**src/rtl/tune_word_gen_if.sv**
```systemverilog
// Tuning-word output bundle from tune_word_gen to the DDS phase accumulator.
interface tune_word_gen_if #(
    parameter int TUNE_W = 28
);
    logic [TUNE_W-1:0] tuner;
    logic [15:0]       dec_val;
    logic              tune_valid;
    logic              busy;

    modport master (
        output tuner,
        output dec_val,
        output tune_valid,
        output busy
    );

    modport slave (
        input tuner,
        input dec_val,
        input tune_valid,
        input busy
    );
endinterface

```
**src/rtl/tune_word_gen.sv**
```systemverilog
// Debounced key capture of the switch value and shift-add tuning-word multiply.
module tune_word_gen #(
    parameter int SW_W            = 10,
    parameter int TUNE_W          = 28,
    parameter int BASE_TUNE       = 26844,
    parameter int DEBOUNCE_CYCLES = 500000
) (
    input  logic              clk,
    input  logic              clr,
    input  logic [SW_W-1:0]   sw,
    input  logic              set,
    tune_word_gen_if.master   tw
);
    localparam int DB_W  = $clog2(DEBOUNCE_CYCLES + 1);
    localparam int CNT_W = $clog2(SW_W + 1);

    typedef enum logic [1:0] {
        IDLE,
        MUL,
        DONE
    } state_t;

    state_t              state;
    logic                s1;
    logic                s2;
    logic                level;
    logic                press;
    logic [DB_W-1:0]     db_cnt;
    logic [SW_W-1:0]     mplier;
    logic [TUNE_W-1:0]   mcand;
    logic [TUNE_W-1:0]   acc;
    logic [CNT_W-1:0]    cnt;

    // Level only flips after DEBOUNCE_CYCLES consecutive disagreeing samples.
    always_ff @(posedge clk) begin
        if (clr) begin
            s1     <= 1'b1;
            s2     <= 1'b1;
            level  <= 1'b1;
            db_cnt <= '0;
            press  <= 1'b0;
        end else begin
            s1    <= set;
            s2    <= s1;
            press <= 1'b0;
            if (s2 != level) begin
                if (db_cnt == DB_W'(DEBOUNCE_CYCLES - 1)) begin
                    level  <= s2;
                    db_cnt <= '0;
                    press  <= ~s2;
                end else begin
                    db_cnt <= db_cnt + 1'b1;
                end
            end else begin
                db_cnt <= '0;
            end
        end
    end

    always_ff @(posedge clk) begin
        if (clr) begin
            state         <= IDLE;
            mplier        <= '0;
            mcand         <= '0;
            acc           <= '0;
            cnt           <= '0;
            tw.tuner      <= '0;
            tw.dec_val    <= '0;
            tw.tune_valid <= 1'b0;
            tw.busy       <= 1'b0;
        end else begin
            tw.tune_valid <= 1'b0;
            unique case (state)
                IDLE: begin
                    if (press) begin
                        tw.dec_val <= 16'(sw);
                        mplier     <= sw;
                        mcand      <= TUNE_W'(BASE_TUNE);
                        acc        <= '0;
                        cnt        <= '0;
                        tw.busy    <= 1'b1;
                        state      <= MUL;
                    end
                end
                MUL: begin
                    if (mplier[0]) begin
                        acc <= acc + mcand;
                    end
                    mcand  <= mcand << 1;
                    mplier <= mplier >> 1;
                    cnt    <= cnt + 1'b1;
                    if (cnt == CNT_W'(SW_W - 1)) begin
                        state <= DONE;
                    end
                end
                DONE: begin
                    tw.tuner      <= acc;
                    tw.tune_valid <= 1'b1;
                    tw.busy       <= 1'b0;
                    state         <= IDLE;
                end
                default: begin
                    state   <= IDLE;
                    tw.busy <= 1'b0;
                end
            endcase
        end
    end
endmodule
```
**src/flat_wrapper.sv**
```systemverilog
// flat-port wrapper written by rule: the top's interface ports become plain ports
module tune_word_gen_flat 
#(
    parameter int SW_W            = 10,
    parameter int TUNE_W          = 28,
    parameter int BASE_TUNE       = 26844,
    parameter int DEBOUNCE_CYCLES = 500000
)
  (clk, clr, sw, set, tw_tuner, tw_dec_val, tw_tune_valid, tw_busy);
  tune_word_gen_if #(.TUNE_W(TUNE_W)) tw_i ();
  input  logic clk;
  input  logic clr;
  input  logic [SW_W-1:0] sw;
  input  logic set;
  output wire logic [$bits(tw_i.tuner)-1:0] tw_tuner;
  output wire logic [$bits(tw_i.dec_val)-1:0] tw_dec_val;
  output wire logic [$bits(tw_i.tune_valid)-1:0] tw_tune_valid;
  output wire logic [$bits(tw_i.busy)-1:0] tw_busy;
  assign tw_tuner = tw_i.tuner;
  assign tw_dec_val = tw_i.dec_val;
  assign tw_tune_valid = tw_i.tune_valid;
  assign tw_busy = tw_i.busy;
  tune_word_gen #(.SW_W(SW_W), .TUNE_W(TUNE_W), .BASE_TUNE(BASE_TUNE), .DEBOUNCE_CYCLES(DEBOUNCE_CYCLES)) u_core (.clk(clk), .clr(clr), .sw(sw), .set(set), .tw(tw_i));
endmodule
```
**config.mk**
```make
export PLATFORM = sky130hd
export DESIGN_NAME = tune_word_gen_flat
export DESIGN_NICKNAME = d
export VERILOG_FILES = /design/src/rtl/tune_word_gen_if.sv /design/src/rtl/tune_word_gen.sv /design/src/flat_wrapper.sv
export SDC_FILE = /design/constraint.sdc
export NUM_CORES = 1
export LEC_CHECK = 0
export ABC_AREA = 1
export CELL_PAD_IN_SITES_DETAIL_PLACEMENT = 0
export CELL_PAD_IN_SITES_GLOBAL_PLACEMENT = 2
export CORE_MARGIN = 1.5
export CORE_UTILIZATION = 30
export DETAILED_ROUTE_END_ITERATION = 8
export HOLD_SLACK_MARGIN = 0.02
export PLACE_DENSITY_LB_ADDON = 0.15
export REMOVE_ABC_BUFFERS = 1
export SLEW_MARGIN = 20
export SYNTH_ARGS = -nofsm -noshare
export SYNTH_HDL_FRONTEND = slang
export SYNTH_SLANG_ARGS = --single-unit
```
**constraint.sdc**
```tcl
create_clock -name clk -period 3.8 [get_ports clk]
set_clock_uncertainty 0.15 [all_clocks]
set_input_delay 0.76 -clock clk [delete_from_list [all_inputs] [get_ports clk]]
set_output_delay 0.76 -clock clk [all_outputs]
set_load 0.05 [all_outputs]
```
## Word level (Yosys, flattened, before mapping)

Index checks and enable logic that the tools add are counted.

| storage, ports and cells | value |
|---|---|
| bits in registers | 135 |
| bits of input ports | 13 |
| output and inout bits | 46 |
| word-level logic and storage cells | 54 |

| operators by class | value |
|---|---|
| add/sub/neg operators | 3 |
| reductions and logical operators | 10 |
| mux-type cells | 15 |
| bitwise operators | 4 |
| eq/ne operators | 8 |

Operators with widths:

| kind | count |
|---|---|
| $pmux 28 s2 | 2 |
| $mux 28 | 3 |
| $add 28x28->28 | 1 |
| $pmux 10 s2 | 1 |
| $add 19x1->19 const B | 1 |
| $eq 19x19->1 const B | 1 |
| $mux 10 | 1 |
| $reduce_and 2->1 | 5 |
| $pmux 4 s2 | 1 |
| $ne 2x1->1 const B | 3 |
| $reduce_or 3->1 | 2 |
| $add 4x1->4 const B | 1 |
| $eq 4x4->1 const B | 1 |
| $mux 2 | 2 |
| $mux 4 | 1 |
| $not 1->1 | 4 |
| $pmux 2 s2 | 1 |
| $reduce_and 3->1 | 1 |
| $eq 2x1->1 const B | 1 |
| $eq 2x2->1 const B | 1 |
| $logic_not 2->1 | 1 |
| $mux 1 | 2 |
| $pmux 1 s2 | 1 |
| $reduce_bool 2->1 | 1 |
| $ne 1x1->1 | 1 |

## Depth between registers and ports, before layout

| logic depth | value |
|---|---|
| depth in word-level cells | 3 |
| mapped depth | 13 |
| gate-level depth less buffers | 13 |

## Least setup slack after synthesis

OpenSTA, ideal clock, no wires.

| path | value |
|---|---|
| path type | flip-flop to flip-flop |
| start point | register u_core.acc[2] |
| end point | register u_core.acc[14] |
| setup time | 0.132 ns |
| arrival time | 1.658 ns |
| path slack | 1.860 ns |
| path buffers | 0 |
| clock period less this slack | 1.940 ns |
| stages on the path, launching flop included | 11 |
| data required time | 3.518 ns |
| cells stage by stage | dfxtp_1 > ha_1 > inv_1 > fa_1 > inv_1 > nand3_1 > nand3_1 > a21oi_1 > or2_2 > nand2_1 > a21oi_1 |

| between the ends | value |
|---|---|
| longest elaborated chain between the ends | 3 |

RTL lines:

| what | RTL line | source |
|---|---|---|
| start, declared | tune_word_gen.sv:31 | `logic [TUNE_W-1:0] acc;` |
| start signal, assigned | tune_word_gen.sv:87 | `acc <= acc + mcand;` |
| $add 28x28->28 | tune_word_gen.sv:87 |  |
| $mux 28 | tune_word_gen.sv:86 | `if (mplier[0]) begin` |
| $pmux 28 s2 | tune_word_gen.sv:73 | `unique case (state)` |

No other way between the ends. The select of a mux whose other input is x is not followed.
A chain may end at the register's enable or synchronous reset.

## Worst setup path in the final report

| path | value |
|---|---|
| start point | register u_core.tw.busy |
| end point | output port tw_busy |

RTL lines:

| what | RTL line | source |
|---|---|---|
| start, declared | tune_word_gen_if.sv:14 | `output busy` |
| start signal, assigned | tune_word_gen.sv:70 | `tw.busy <= 1'b0;` |
| start signal, assigned | tune_word_gen.sv:81 | `tw.busy <= 1'b1;` |
| start signal, assigned | tune_word_gen.sv:99 | `tw.busy <= 1'b0;` |
| end, declared | flat_wrapper.sv:18 | `output wire logic [$bits(tw_i.busy)-1:0] tw_busy;` |

No word-level cell between the ends.

==> results.cfg <==
[critical_path]
worstPathRequired_ns = 2.89
cp_top_family = buffers and inverters
crit_chain = clkdlybuf4s50_1
r2r-end = u_core.acc[22]$_SDFFE_PP0P_
worstReg2RegStart = u_core.state[1]$_SDFFE_PP0P_
path_buf_inv = 1
reg2reg_slack_ns = 1.40
critPathArrivalTime_ns = 1.59
critPathLaunchType = flip-flop
critPathKind = flip-flop to primary output
critPathSlowestCell = clkdlybuf4s50_1
max_stage_delay_ns = 0.82
worst-path-max-fanout = 2
crit_cells = 1
r2r_cells = 9
end_kind = primary output

[yosys]
yosysWarnings = 0
ys_seq_area_frac = 0.3919
synth_edf_count = 0
synth.avg_cell_area_sq_um = 6.843
synth_seq_cells = 129
synth_area_leaders = dfxtp_1 39%, nand2_1 14%, nor2_1 7.0%, inv_1 6.9%, ha_1 5.3%
synth_cell_type_count = 38
synthCells = 963
yosysTopAreaCell = dfxtp_1
synth_top_area_frac = 0.3919
async_flop_share = 0
synth-main-ff-cell = dfxtp_1
synth.cell_area_sq_mm = 0.006590

[detailed_routing]
ant_nets = 0
drc_errors = 0
drt-initial-drc-count = 247
wl_per_cell_um = 14.88
drt_first_pass_iters = 6
viasPerCell = 4.588
vias = 5960
routed_wirelength_um = 19330

[global_routing]
antenna_found_initial = 0
grt_pass1_wl_um = 31280
grt_pass1_vias = 5994
grt_overflow = 0
grt_max_degree = 54
grt_util_all_layers = 0.1800

[placement]
portBuffers = 50
hpwl_um = 13790
gp_congestion = 0.7939

[min_path]
holdPathEnd = u_core.s2$_SDFF_PP1_
whs_path_depth = 1
worstHoldStart = u_core.s1$_SDFF_PP1_
hold_path_class = flip-flop to flip-flop

[cts]
cts_setup_buffers = 0
clockBufferDepth = 2
clkTransAtPathRegs_ns = 0.06
cts.repair.resized = 0
root_buffer = clkbuf_16
clk_latency_ns = 0.43
holdBufCountCts = 0
tritoncts = built
cts_buffers = 17
clock_sinks = 129
h-tree-depth = 4

[floorplan]
ios = 59
core-area_sq_mm = 0.02169
fp-row-count = 54
die-area_sq_mm = 0.02286
die_w_um = 151.2
initial_core_util = 0.3039
die_height_um = 151.2

[timing]
hold_viol_final = 0
tightest_slew_ns = 0.7760
slew_violations = 0
setup_violations = 0
max_freq_ghz = 0.4000
finalSetupTns_ns = 0
slew_headroom = 0.4821
rsz0062_at_grt = no
min_period_over_period = 0.6579
fin_crit_ns = 2.500

[final_layout]
diodes = 0
layout-drive-gt1-share = 0.06477
syn_to_final_growth_pct = 19.90
final_nets = 1048

[pwr]
totalPowerFinal_mw = 3.030
power_leakage_nw = 3.422
pwr_density_cell_mw_per_mm2 = 383.5
vdd_drop_max_mv = 0.2516

[job]
cap_violations = 0

[outcome]
status = finished, final reports clean
==> metal layers <==
metal	vias to the layer above	GRT usage	share of wire
met5	-	0	0
met4	0	0.03786	0.0063
met3	7	0.03434	0.021
met2	72	0.2898	0.45
met1	2688	0.2488	0.53
li1	3193	-	-
==> power by group <==
group          switching, mW  internal, mW  total [mW]  leakage, nW
Sequential          0.000665          1.35        1.35         1.04
Combinational         0.0447        0.0151      0.0598         2.10
Clock                  0.698         0.919        1.62        0.279
==> worst max path at each step <==
| stage | from | endpoint | slack [ns] |
|---|---|---|---|
| after floorplan | clr | u_core.db_cnt[11]$_SDFF_PP0_ | 1.51 |
| after global placement | u_core.state[0]$_SDFFE_PP0P_ | u_core.mplier[4]$_SDFFE_PP0P_ | 1.40 |
| after detailed placement | u_core.state[1]$_SDFFE_PP0P_ | u_core.acc[23]$_SDFFE_PP0P_ | 1.36 |
| after CTS | u_core.tw.busy$_SDFFE_PP0P_ | tw_busy | 1.28 |
| after global routing | u_core.state[1]$_SDFFE_PP0P_ | u_core.acc[12]$_SDFFE_PP0P_ | 1.14 |
| final | u_core.tw.busy$_SDFFE_PP0P_ | tw_busy | 1.30 |
==> cell usage after synthesis, drive strengths merged, types with 9 or more instances <==
| cell | n |
|---|---|
| a21oi | 63 |
| a31oi | 9 |
| buf | 15 |
| clkbuf | 25 |
| dfxtp | 129 |
| ha | 28 |
| inv | 125 |
| nand2 | 243 |
| nand3 | 54 |
| nand4 | 12 |
| nor2 | 128 |
| o21ai | 56 |
| o32ai | 11 |
| or2 | 14 |
| xor2 | 9 |
==> state kept, by name, indices dropped and copies added, names as in the netlist <==
signal,flops
u_core.s1,1
u_core.mplier,10
u_core.tw.busy,1
u_core.press,1
u_core.level,1
u_core.mcand,26
u_core.tw.dec_val,10
u_core.s2,1
u_core.state,2
u_core.db_cnt,19
u_core.acc,26
u_core.tw.tune_valid,1
u_core.cnt,4
u_core.tw.tuner,26
==> final cells by class <==
class / count / area (sq um)
multi-input cells: 675 / 3374
fillers: 2388 / 13790
clock inverters: 15 / 147.6
repair buffers: 57 / 548.0
clock buffers: 17 / 425.4
well taps: 280 / 350.3
flip-flops and latches: 129 / 2582
inverters: 126 / 473.0
==> logic make-up after synthesis <==
kind of cell               after synthesis  share of synthesized area
other                                    1                  0.0005690
buffers and inverters                  166                     0.1004
xor gates and xnor gates                10                    0.01329
DFF                                    129                     0.3919
AOI/OAI and AO/OA                      159                     0.1367
adders and majority gates               29                    0.05620
and+or+nand+nor                        469                     0.3009
==> placed cells by master, fill, tap and decap left out, drive strengths merged, types with 5 or more instances in the layout <==
master	n
nand2	243
inv	132
dfxtp	129
nor2	128
a21oi	63
o21ai	56
nand3	54
clkdlybuf4s50	49
ha	28
clkbuf	17
or2	14
nand4	12
o32ai	11
xor2	9
a31oi	9
conb	8
buf	8
o22ai	7
a221oi	7
nor3	6
clkinv	6
nor4	5
==> through the flow <==
step	utilization	hold slack [ns]	instances	area (sq um)	worst slack (ns)
floorplan	-	0.2395	930	6427	1.512
global placement	0.3379	0.2458	1267	7328	1.395
detailed placement	0.3379	0.2497	1267	7328	1.357
CTS	0.3643	0.2645	1299	7901	1.281
global route	0.3643	0.2968	1299	7901	1.137
finish	0.3643	0.2615	1299	7901	1.300
(Power assumes the default switching activity.)
